$ cat src/rtl/tile_seq_controller_if.sv
// Handshake and configuration bundle between top-level control/datapath buffers
// and the tiled systolic-array sequencer.
interface tile_seq_controller_if #(
  parameter int TILE_CNT_W = 8
);
  logic                  start;
  logic [TILE_CNT_W-1:0] cfg_k_tiles;
  logic [TILE_CNT_W-1:0] cfg_n_tiles;
  logic                  cfg_accum;
  logic                  w_done;
  logic                  if_done;
  logic                  of_ready;
  logic                  w_read;
  logic                  if_read;
  logic                  clr_w;
  logic                  clr_if;
  logic                  switch;
  logic                  acc_clr;
  logic                  of_valid;
  logic                  ready;
  logic [TILE_CNT_W-1:0] k_idx;
  logic [TILE_CNT_W-1:0] n_idx;

  modport master (
    output start, cfg_k_tiles, cfg_n_tiles, cfg_accum, w_done, if_done, of_ready,
    input  w_read, if_read, clr_w, clr_if, switch, acc_clr, of_valid, ready, k_idx, n_idx
  );

  modport slave (
    input  start, cfg_k_tiles, cfg_n_tiles, cfg_accum, w_done, if_done, of_ready,
    output w_read, if_read, clr_w, clr_if, switch, acc_clr, of_valid, ready, k_idx, n_idx
  );
endinterface

$ cat src/rtl/tile_seq_controller.sv
// Tiled matmul sequencer: walks N output tiles x K reduction tiles with
// double-buffered weight loads, drain timing, optional K accumulation and output handshake.
module tile_seq_controller #(
  parameter int SYS_ROWS   = 8,
  parameter int SYS_COLS   = 8,
  parameter int TILE_CNT_W = 8,
  parameter int DRAIN_LAT  = SYS_ROWS + SYS_COLS - 1
) (
  input  logic                  clk,
  input  logic                  rst,
  tile_seq_controller_if.slave  bus
);

  localparam int DCNT_W = (DRAIN_LAT > 1) ? $clog2(DRAIN_LAT) : 1;
  // DRAIN_LAT of 0 or 1 both collapse to a single drain cycle
  localparam logic [DCNT_W-1:0]     DRAIN_LAST = (DRAIN_LAT > 1) ? DCNT_W'(DRAIN_LAT - 1) : '0;
  localparam logic [TILE_CNT_W-1:0] ONE        = TILE_CNT_W'(1);

  typedef enum logic [3:0] {
    S_IDLE     = 4'd0,
    S_INIT     = 4'd1,
    S_PRELOAD  = 4'd2,
    S_SWITCH_0 = 4'd3,
    S_STREAM   = 4'd4,
    S_DRAIN    = 4'd5,
    S_OUTPUT   = 4'd6,
    S_ADVANCE  = 4'd7,
    S_WAIT_W   = 4'd8,
    S_SWITCH   = 4'd9
  } state_t;

  state_t                state_r, state_s;
  logic [TILE_CNT_W-1:0] k_tiles_r, k_tiles_s, n_tiles_r, n_tiles_s;
  logic [TILE_CNT_W-1:0] k_idx_r, k_idx_s, n_idx_r, n_idx_s;
  logic                  accum_r, accum_s;
  logic                  w_next_rdy_r, w_next_rdy_s;
  logic [DCNT_W-1:0]     drain_cnt_r, drain_cnt_s;
  logic                  last_k_s, last_n_s, w_take_s, drain_end_s, has_next_s;

  logic w_read_r, if_read_r, clr_w_r, clr_if_r, switch_r, acc_clr_r, of_valid_r, ready_r;
  logic w_read_s, if_read_s, clr_w_s, clr_if_s, switch_s, acc_clr_s, of_valid_s, ready_s;

  // Next-state, index and flag logic
  always_comb begin
    state_s      = state_r;
    k_tiles_s    = k_tiles_r;
    n_tiles_s    = n_tiles_r;
    accum_s      = accum_r;
    k_idx_s      = k_idx_r;
    n_idx_s      = n_idx_r;
    w_next_rdy_s = w_next_rdy_r;
    drain_cnt_s  = drain_cnt_r;
    last_k_s     = (k_idx_r == (k_tiles_r - ONE));
    last_n_s     = (n_idx_r == (n_tiles_r - ONE));
    // a w_done only counts while the weight buffer is actually being read
    w_take_s     = bus.w_done & w_read_r;
    drain_end_s  = (drain_cnt_r == DRAIN_LAST);
    case (state_r)
      S_IDLE: begin
        if (bus.start) begin
          state_s      = S_INIT;
          k_tiles_s    = (bus.cfg_k_tiles == '0) ? ONE : bus.cfg_k_tiles;
          n_tiles_s    = (bus.cfg_n_tiles == '0) ? ONE : bus.cfg_n_tiles;
          accum_s      = bus.cfg_accum;
          k_idx_s      = '0;
          n_idx_s      = '0;
          w_next_rdy_s = 1'b0;
        end else begin
          state_s = S_IDLE;
        end
      end
      S_INIT:     state_s = S_PRELOAD;
      S_PRELOAD:  state_s = bus.w_done ? S_SWITCH_0 : S_PRELOAD;
      S_SWITCH_0: state_s = S_STREAM;
      S_STREAM: begin
        w_next_rdy_s = w_next_rdy_r | w_take_s;
        if (bus.if_done) begin
          state_s     = S_DRAIN;
          drain_cnt_s = '0;
        end else begin
          state_s = S_STREAM;
        end
      end
      S_DRAIN: begin
        w_next_rdy_s = w_next_rdy_r | w_take_s;
        if (drain_end_s) begin
          state_s = (!accum_r || last_k_s) ? S_OUTPUT : S_ADVANCE;
        end else begin
          drain_cnt_s = drain_cnt_r + DCNT_W'(1);
        end
      end
      S_OUTPUT:   state_s = bus.of_ready ? S_ADVANCE : S_OUTPUT;
      S_ADVANCE: begin
        if (last_k_s && last_n_s) begin
          state_s = S_IDLE;
        end else if (w_next_rdy_r) begin
          state_s = S_SWITCH;
        end else begin
          state_s = S_WAIT_W;
        end
      end
      S_WAIT_W:   state_s = bus.w_done ? S_SWITCH : S_WAIT_W;
      S_SWITCH: begin
        state_s      = S_STREAM;
        w_next_rdy_s = 1'b0;
        if (last_k_s) begin
          k_idx_s = '0;
          n_idx_s = n_idx_r + ONE;
        end else begin
          k_idx_s = k_idx_r + ONE;
        end
      end
      default:    state_s = S_IDLE;
    endcase
  end

  // Moore output decode of the upcoming state so the outputs leave a flop
  always_comb begin
    w_read_s   = 1'b0;
    if_read_s  = 1'b0;
    clr_w_s    = 1'b0;
    clr_if_s   = 1'b0;
    switch_s   = 1'b0;
    acc_clr_s  = 1'b0;
    of_valid_s = 1'b0;
    ready_s    = 1'b0;
    has_next_s = !((k_idx_s == (k_tiles_s - ONE)) && (n_idx_s == (n_tiles_s - ONE)));
    case (state_s)
      S_IDLE:     ready_s = 1'b1;
      S_INIT: begin
        clr_w_s   = 1'b1;
        clr_if_s  = 1'b1;
        acc_clr_s = 1'b1;
      end
      S_PRELOAD:  w_read_s = 1'b1;
      S_SWITCH_0: begin
        switch_s = 1'b1;
        clr_w_s  = 1'b1;
        clr_if_s = 1'b1;
      end
      S_STREAM: begin
        if_read_s = 1'b1;
        w_read_s  = has_next_s & ~w_next_rdy_s;
      end
      S_DRAIN:    w_read_s = has_next_s & ~w_next_rdy_s;
      S_OUTPUT:   of_valid_s = 1'b1;
      S_ADVANCE:  ready_s = 1'b0;
      S_WAIT_W:   w_read_s = 1'b1;
      S_SWITCH: begin
        switch_s  = 1'b1;
        clr_w_s   = 1'b1;
        clr_if_s  = 1'b1;
        // indices still hold the finishing tile here; wrap of k means a fresh n tile
        acc_clr_s = (k_idx_s == (k_tiles_s - ONE)) | ~accum_s;
      end
      default:    ready_s = 1'b0;
    endcase
  end

  // State, configuration, index and flag registers
  always_ff @(posedge clk or negedge rst) begin
    if (!rst) begin
      state_r      <= S_IDLE;
      k_tiles_r    <= '0;
      n_tiles_r    <= '0;
      accum_r      <= 1'b0;
      k_idx_r      <= '0;
      n_idx_r      <= '0;
      w_next_rdy_r <= 1'b0;
      drain_cnt_r  <= '0;
    end else begin
      state_r      <= state_s;
      k_tiles_r    <= k_tiles_s;
      n_tiles_r    <= n_tiles_s;
      accum_r      <= accum_s;
      k_idx_r      <= k_idx_s;
      n_idx_r      <= n_idx_s;
      w_next_rdy_r <= w_next_rdy_s;
      drain_cnt_r  <= drain_cnt_s;
    end
  end

  // Registered control outputs
  always_ff @(posedge clk or negedge rst) begin
    if (!rst) begin
      w_read_r   <= 1'b0;
      if_read_r  <= 1'b0;
      clr_w_r    <= 1'b0;
      clr_if_r   <= 1'b0;
      switch_r   <= 1'b0;
      acc_clr_r  <= 1'b0;
      of_valid_r <= 1'b0;
      ready_r    <= 1'b1;
    end else begin
      w_read_r   <= w_read_s;
      if_read_r  <= if_read_s;
      clr_w_r    <= clr_w_s;
      clr_if_r   <= clr_if_s;
      switch_r   <= switch_s;
      acc_clr_r  <= acc_clr_s;
      of_valid_r <= of_valid_s;
      ready_r    <= ready_s;
    end
  end

  assign bus.w_read   = w_read_r;
  assign bus.if_read  = if_read_r;
  assign bus.clr_w    = clr_w_r;
  assign bus.clr_if   = clr_if_r;
  assign bus.switch   = switch_r;
  assign bus.acc_clr  = acc_clr_r;
  assign bus.of_valid = of_valid_r;
  assign bus.ready    = ready_r;
  assign bus.k_idx    = k_idx_r;
  assign bus.n_idx    = n_idx_r;

endmodule

$ cat src/flat_wrapper.sv
// flat-port wrapper written by rule: the top's interface ports become plain ports
module tile_seq_controller_flat 
#(
  parameter int SYS_ROWS   = 8,
  parameter int SYS_COLS   = 8,
  parameter int TILE_CNT_W = 8,
  parameter int DRAIN_LAT  = SYS_ROWS + SYS_COLS - 1
)
  (clk, rst, bus_start, bus_cfg_k_tiles, bus_cfg_n_tiles, bus_cfg_accum, bus_w_done, bus_if_done, bus_of_ready, bus_w_read, bus_if_read, bus_clr_w, bus_clr_if, bus_switch, bus_acc_clr, bus_of_valid, bus_ready, bus_k_idx, bus_n_idx);
  tile_seq_controller_if #(.TILE_CNT_W(TILE_CNT_W)) bus_i ();
  input  logic clk;
  input  logic rst;
  input wire logic [$bits(bus_i.start)-1:0] bus_start;
  input wire logic [$bits(bus_i.cfg_k_tiles)-1:0] bus_cfg_k_tiles;
  input wire logic [$bits(bus_i.cfg_n_tiles)-1:0] bus_cfg_n_tiles;
  input wire logic [$bits(bus_i.cfg_accum)-1:0] bus_cfg_accum;
  input wire logic [$bits(bus_i.w_done)-1:0] bus_w_done;
  input wire logic [$bits(bus_i.if_done)-1:0] bus_if_done;
  input wire logic [$bits(bus_i.of_ready)-1:0] bus_of_ready;
  output wire logic [$bits(bus_i.w_read)-1:0] bus_w_read;
  output wire logic [$bits(bus_i.if_read)-1:0] bus_if_read;
  output wire logic [$bits(bus_i.clr_w)-1:0] bus_clr_w;
  output wire logic [$bits(bus_i.clr_if)-1:0] bus_clr_if;
  output wire logic [$bits(bus_i.switch)-1:0] bus_switch;
  output wire logic [$bits(bus_i.acc_clr)-1:0] bus_acc_clr;
  output wire logic [$bits(bus_i.of_valid)-1:0] bus_of_valid;
  output wire logic [$bits(bus_i.ready)-1:0] bus_ready;
  output wire logic [$bits(bus_i.k_idx)-1:0] bus_k_idx;
  output wire logic [$bits(bus_i.n_idx)-1:0] bus_n_idx;
  assign bus_i.start = bus_start;
  assign bus_i.cfg_k_tiles = bus_cfg_k_tiles;
  assign bus_i.cfg_n_tiles = bus_cfg_n_tiles;
  assign bus_i.cfg_accum = bus_cfg_accum;
  assign bus_i.w_done = bus_w_done;
  assign bus_i.if_done = bus_if_done;
  assign bus_i.of_ready = bus_of_ready;
  assign bus_w_read = bus_i.w_read;
  assign bus_if_read = bus_i.if_read;
  assign bus_clr_w = bus_i.clr_w;
  assign bus_clr_if = bus_i.clr_if;
  assign bus_switch = bus_i.switch;
  assign bus_acc_clr = bus_i.acc_clr;
  assign bus_of_valid = bus_i.of_valid;
  assign bus_ready = bus_i.ready;
  assign bus_k_idx = bus_i.k_idx;
  assign bus_n_idx = bus_i.n_idx;
  tile_seq_controller #(.SYS_ROWS(SYS_ROWS), .SYS_COLS(SYS_COLS), .TILE_CNT_W(TILE_CNT_W), .DRAIN_LAT(DRAIN_LAT)) u_core (.clk(clk), .rst(rst), .bus(bus_i));
endmodule
$ cat config.mk
export PLATFORM = sky130hd
export DESIGN_NAME = tile_seq_controller_flat
export DESIGN_NICKNAME = d
export VERILOG_FILES = /design/src/rtl/tile_seq_controller_if.sv /design/src/rtl/tile_seq_controller.sv /design/src/flat_wrapper.sv
export SDC_FILE = /design/constraint.sdc
export NUM_CORES = 1
export LEC_CHECK = 0
export ABC_AREA = 1
export BUFFER_PORTS_ARGS = -buffer_cell sky130_fd_sc_hd__buf_4
export CAP_MARGIN = 20
export CORE_AREA = 2 2 90 92
export CTS_CLUSTER_DIAMETER = 30
export DETAILED_ROUTE_END_ITERATION = 12
export DIE_AREA = 0 0 92 94
export GPL_TIMING_DRIVEN = 0
export PLACE_DENSITY = 0.74
export SLEW_MARGIN = 20
export SYNTH_ARGS = -nofsm -noshare
export SYNTH_HDL_FRONTEND = slang
export SYNTH_SLANG_ARGS = --single-unit
$ cat constraint.sdc
create_clock -name clk -period 3.2 [get_ports clk]
set_input_delay 0.32 -clock clk [delete_from_list [all_inputs] [get_ports clk]]
set_output_delay 0.32 -clock clk [all_outputs]
set_load 0.005 [all_outputs]
Word level (Yosys, flattened, before mapping) --
Index checks and enable logic that the tools add are counted. W data, S select, Z words.
Word-level totals: bits of input ports 23, word-level logic and storage cells 105, output and inout port bits 24, register bits after elaboration 49
Cells by class: mux-type cells 36, reduce and logical (&&, ||, !) cells 17, bitwise logic cells 6, equal/unequal tests 24, add/sub/neg operators 7
Operators by type and width (number):
- $mux W8 | 10
- $pmux W4 S9 | 1
- $eq A8 B8 Y1 | 4
- $pmux W8 S2 | 2
- $sub A8 B1 Y8 const B | 4
- $eq A4 B3 Y1 const B | 7
- $eq A4 B4 Y1 const B | 5
- $add A8 B1 Y8 const B | 2
- $eq A4 B2 Y1 const B | 4
- $logic_not A8 Y1 | 2
- $mux W4 | 4
- $mux W1 | 15
- $reduce_or A2 Y1 | 5
- $eq A4 B1 Y1 const B | 2
- $logic_not A4 Y1 | 2
- $pmux W4 S2 | 1
- $add A4 B1 Y4 const B | 1
- $ne A2 B2 Y1 const B | 2
- $pmux W1 S2 | 2
- $pmux W1 S3 | 1
- $reduce_and A3 Y1 | 1
- $reduce_or A3 Y1 | 1
- $and A1 B1 Y1 | 2
- $logic_and A1 B1 Y1 | 2
- 5 further kinds | 8

Logic depth before layout (Yosys ltp) --
depth in word-level cells 10, depth in mapped cells 22

Worst setup path after synthesis --
OpenSTA, ideal clock, no wires.
kind reg-to-reg, start point register u_core.state_r[0], end point register u_core.w_read_r, in the netlist u_core.bus.w_read, path buffers 1, required time 3.082 ns, period minus slack after synthesis 2.352 ns, cell stages (with the launch flop) 21, path slack 0.848 ns, arrival 2.235 ns, cells stage by stage dfrtp_1 > nor2_4 > nand2_4 > nor2_8 > buf_8 > nand2_1 > nor2_1 > nor2_1 > inv_1 > ha_1 > nand2_1 > nor2_2 > xor2_1 > nand3b_1 > nand2_1 > inv_1 > nand2_1 > nor2_1 > nand3_1 > nand3_1 > nand2_1
On the way: cells in the longest elaborated chain, start to end 8, elaborated cells on any way between the ends 34, classes of those cells add/sub (2); eq/ne (15); mux (8); bitwise (2); reduce/logical (7)
Ends and longest elaborated chain:
- start: declaration | RTL line tile_seq_controller.sv:32 | state_t state_r, state_s;
- start signal: assignment | RTL line tile_seq_controller.sv:172 | state_r <= state_s;
- $logic_not A4 Y1 | RTL line tile_seq_controller.sv:58 | case (state_r)
- $mux W8 | RTL line tile_seq_controller.sv:58
- via u_core.n_tiles_s[0] | RTL line tile_seq_controller.sv:33 | logic [TILE_CNT_W-1:0] k_tiles_r, k_tiles_s, n_tiles_r, n_tiles_s;
- $sub A8 B1 Y8 | RTL line tile_seq_controller.sv:127 | has_next_s = !((k_idx_s == (k_tiles_s - ONE)) && (n_idx_s == (n_tiles_s - ONE)));
- $eq A8 B8 Y1 | RTL line tile_seq_controller.sv:127
- $logic_and A1 B1 Y1 | RTL line tile_seq_controller.sv:127
- $logic_not A1 Y1 | RTL line tile_seq_controller.sv:127
- $and A1 B1 Y1 | RTL line tile_seq_controller.sv:143, tile_seq_controller.sv:145
- $pmux W1 S2 | RTL line tile_seq_controller.sv:128 | case (state_s)
- via u_core.w_read_s | RTL line tile_seq_controller.sv:41 | logic w_read_s, if_read_s, clr_w_s, clr_if_s, switch_s, acc_clr_s, of_valid_s, ready_s;
- end signal: assignment | RTL line tile_seq_controller.sv:195 | w_read_r <= w_read_s;
- end: declaration | RTL line tile_seq_controller.sv:40 | logic w_read_r, if_read_r, clr_w_r, clr_if_r, switch_r, acc_clr_r, of_valid_r, ready_r;
The timed path passes the listed nets, and every way through them passes these cells. A chain may end at the register's enable or synchronous reset.

Final worst setup path --
start point register u_core.k_tiles_r[0], end point register u_core.w_read_r, in the netlist u_core.bus.w_read
On the way: cells in the longest elaborated chain, start to end 9, elaborated cells on any way between the ends 27, classes of those cells add/sub (2); eq/ne (7); mux (11); bitwise (1); reduce/logical (6)
Ends and longest elaborated chain:
- start: declaration | RTL line tile_seq_controller.sv:33
- start signal: assignment | RTL line tile_seq_controller.sv:173 | k_tiles_r <= k_tiles_s;
- $sub A8 B1 Y8 | RTL line tile_seq_controller.sv:53 | last_k_s = (k_idx_r == (k_tiles_r - ONE));
- $eq A8 B8 Y1 | RTL line tile_seq_controller.sv:53
- $mux W8 | RTL line tile_seq_controller.sv:106 | if (last_k_s) begin
- $pmux W8 S2 | RTL line tile_seq_controller.sv:58
- via u_core.k_idx_s[6] | RTL line tile_seq_controller.sv:34 | logic [TILE_CNT_W-1:0] k_idx_r, k_idx_s, n_idx_r, n_idx_s;
- $eq A8 B8 Y1 | RTL line tile_seq_controller.sv:127
- $logic_and A1 B1 Y1 | RTL line tile_seq_controller.sv:127
- $logic_not A1 Y1 | RTL line tile_seq_controller.sv:127
- $and A1 B1 Y1 | RTL line tile_seq_controller.sv:143, tile_seq_controller.sv:145
- $pmux W1 S2 | RTL line tile_seq_controller.sv:128
- via u_core.w_read_s | RTL line tile_seq_controller.sv:41
The timed path passes the listed nets, and every way through them passes these cells.

==> results.json <==
{
  "status": "finished, final reports clean",
  "synth_ff_type": "dfrtp_1",
  "rsz0062_at_grt": "false",
  "cts_sinks": 49,
  "synth-compound-area-share_pct": 4.14,
  "yosys.area.top_type": "dfrtp_1",
  "vias": 3679,
  "critPathMaxFanout": 10,
  "grt_pass1_wl_um": 15300,
  "synthTopCellsByArea": "dfrtp_1 (32%), nand2_1 (19%), inv_1 (9.4%)",
  "start_util_pct": 49.2,
  "htreeDepth": 2,
  "postRouteWirelength_um": 9330,
  "die_y_um": 94,
  "synth.mux.area_fraction_pct": 0,
  "timing.hold.ws_ns": 0.0270,
  "post-place-ws_ns": 0.346,
  "synthAdderAreaFrac_pct": 2.67,
  "postRouteAntennaNets": 0,
  "maxSlewViolCount": 0,
  "final_core_util_pct": 57.0,
  "end_kind": "register",
  "layout.nets": 658,
  "fin_skew_ns": 0.0101,
  "num_rows": 32,
  "cp.arrival_ns": 3.07,
  "fin_crit_ns": 2.86,
  "gp_congestion": 0.869,
  "relSlewSlack_pct": 42.7,
  "synth_xor_area_share_pct": 5.85,
  "place_inst": 722,
  "reg2reg_depth": 21,
  "synth_fp_nets": 605,
  "fin_ws_ns": 0.337,
  "syn_inst": 574,
  "fin_tns_setup_ns": 0,
  "fmax_mhz": 349,
  "synth_top_area_share_pct": 32.1,
  "cts_buffer_depth": 2,
  "required_ns": 3.41,
  "clk_latency_ns": 0.31,
  "synthArstFlopShare_pct": 100,
  "drv_cap": 0,
  "numCtsBuffers": 5,
  "viasPerCell": 5.04,
  "path_class": "reg -> reg",
  "nFillCells": 738,
  "hold_viol_final": 0,
  "setup_viol": 0,
  "drtIter0Drc": 212,
  "p_leak_nw": 2.42,
  "grt_pass1_vias": 3464,
  "syn_area_per_cell_sq_um": 6.52,
  "seq_area_frac_synth_pct": 32.8,
  "final_layout_size_suffix_gt1_share_pct": 15.6,
  "dpl_cell_area_sq_mm": 0.00422,
  "hold_path_class": "in -> async",
  "die_w_um": 92,
  "die_area_sq_mm": 0.00865,
  "synth_enable_flop_cells": 0,
  "ir_worst_vdd_uv": 387,
  "total_power_mw": 3.44,
  "fin_cells": 730,
  "p_per_area_mw_per_mm2": 794,
  "place_hpwl_um": 7220,
  "routedWlPerCell_um": 12.8,
  "tightest_slew_ns": 0.851,
  "diodes": 0,
  "cts_setup_buffers": 0,
  "ys_warn_count": 0,
  "hold_buffers": 0,
  "cts-resized-gates": 0,
  "grt_use_total_pct": 22.2,
  "clockRootBuffer": "clkbuf_8",
  "synth_top_family_by_area": "simple AND/OR/NAND/NOR gates",
  "cts_tree": "built",
  "grt.overflow.total": 0,
  "yosys_register_bits": 49,
  "cp-start-kind": "register",
  "coreArea_sq_mm": 0.00761,
  "syn-cell-area_sq_mm": 0.00374,
  "netlist_top_cells_count": "nand2_1 (190), inv_1 (94), nand3_1 (62)",
  "path_clk_slew_ns": 0.10,
  "drc": 0,
  "port_buffers": 46,
  "finalCritPeriodShare_pct": 89.5,
  "first_pass_iters": 6,
  "post-route-cell-area_sq_mm": 0.00434,
  "synth.distinct_cells": 34,
  "grt_max_degree": 50,
  "yosysMostFrequentCell": "nand2_1",
  "io_pins": 47,
  "antenna_found_initial": 0,
  "yosys.area_share.simple_pct": 43.1,
  "area_delta_synth_final_pct": 15.8
}
-- flip-flops by register name (all words and copies together), names as in the netlist, 4 cells and up --
| signal | flops |
|---|---|
| u_core.k_tiles_r | 8 |
| u_core.drain_cnt_r | 4 |
| u_core.bus.k_idx | 8 |
| u_core.state_r | 4 |
| u_core.bus.n_idx | 8 |
| u_core.n_tiles_r | 8 |
-- cell usage in the layout (no fill, tap or decap), drive strengths merged, types with 3 or more instances in the layout --
cell,Yosys,final
ha,8,8
nand3,64,64
xnor2,11,11
nand4,11,11
buf,7,53
o21ai,21,21
dfrtp,48,48
nor3,4,4
inv,98,98
xor2,14,14
nand2,201,201
nand3b,5,5
clkbuf,0,6
or2,3,3
nor2,68,68
-- layer usage --
| metal | routed length [um] | vias up | share of wire, % | global-route usage [%] |
|---|---|---|---|---|
| met5 | 0 | - | 0 | 0 |
| met4 | 172 | 0 | 1.8 | 7.09 |
| met3 | 430 | 17 | 4.6 | 2.89 |
| met2 | 4620 | 101 | 49 | 40.3 |
| met1 | 4110 | 1684 | 44 | 27.5 |
| li1 | - | 1877 | - | - |
-- cell families after synthesis --
family                     Yosys count
and+or+nand+nor                    359
xor gates and xnor gates            25
adders and majority gates            8
buffers and inverters              106
AOI/OAI and AO/OA                   27
DFF                                 49
-- power breakdown --
| group | total [mW] | internal, mW | switching [mW] |
|---|---|---|---|
| Clock | 0.478 | 0.255 | 0.224 |
| Sequential | 0.990 | 0.817 | 0.173 |
| Combinational | 1.97 | 0.730 | 1.24 |
-- final timing paths --
| path | start | end | slack, ns |
|---|---|---|---|
| max | u_core.k_tiles_r[0]$_DFF_PN0_ | u_core.bus.w_read$_DFF_PN0_ | 0.34 |
| min | rst | u_core.bus.of_valid$_DFF_PN0_ | 0.03 |
| max in group asynchronous | rst | u_core.bus.n_idx[2]$_DFF_PN0_ | 2.74 |
| max reg2reg | u_core.k_tiles_r[0]$_DFF_PN0_ | u_core.bus.w_read$_DFF_PN0_ | 0.34 |
| min in group clk | bus_cfg_accum | u_core.accum_r$_DFF_PN0_ | 0.20 |
| min reg2reg | u_core.drain_cnt_r[2]$_DFFE_PN0P_ | u_core.drain_cnt_r[2]$_DFFE_PN0P_ | 0.50 |
-- cell type report --
class / instances / area (sq um) / area share [%]
Timing Repair Buffer: 46 / 345 / 7.96
Clock buffer: 6 / 82.6 / 1.90
Tap cell: 102 / 128 / 2.94
Clock inverter: 2 / 37.5 / 0.865
Inverter: 99 / 372 / 8.57
Sequential cell: 49 / 1230 / 28.3
Buffer: 7 / 56.3 / 1.30
Multi-Input combinational cell: 419 / 2090 / 48.2
-- worst max-delay path, cell delays in order, from the launching register on --
cell	delay [ns]
dfrtp_1	0.40
inv_2	0.11
ha_1	0.25
nand2_1	0.06
inv_1	0.04
nor2_1	0.08
nand2_1	0.07
nor2_1	0.11
nand3_1	0.12
nor2_4	0.30
nand2_4	0.13
buf_6	0.18
nand3_1	0.11
nand2_2	0.06
nand2_1	0.05
nand2_1	0.04
nor2_1	0.16
nand2_1	0.09
nor2_2	0.15
nand3_1	0.10
nand3_1	0.07
nand2_1	0.05
Power figures use the tool's default switching activity.
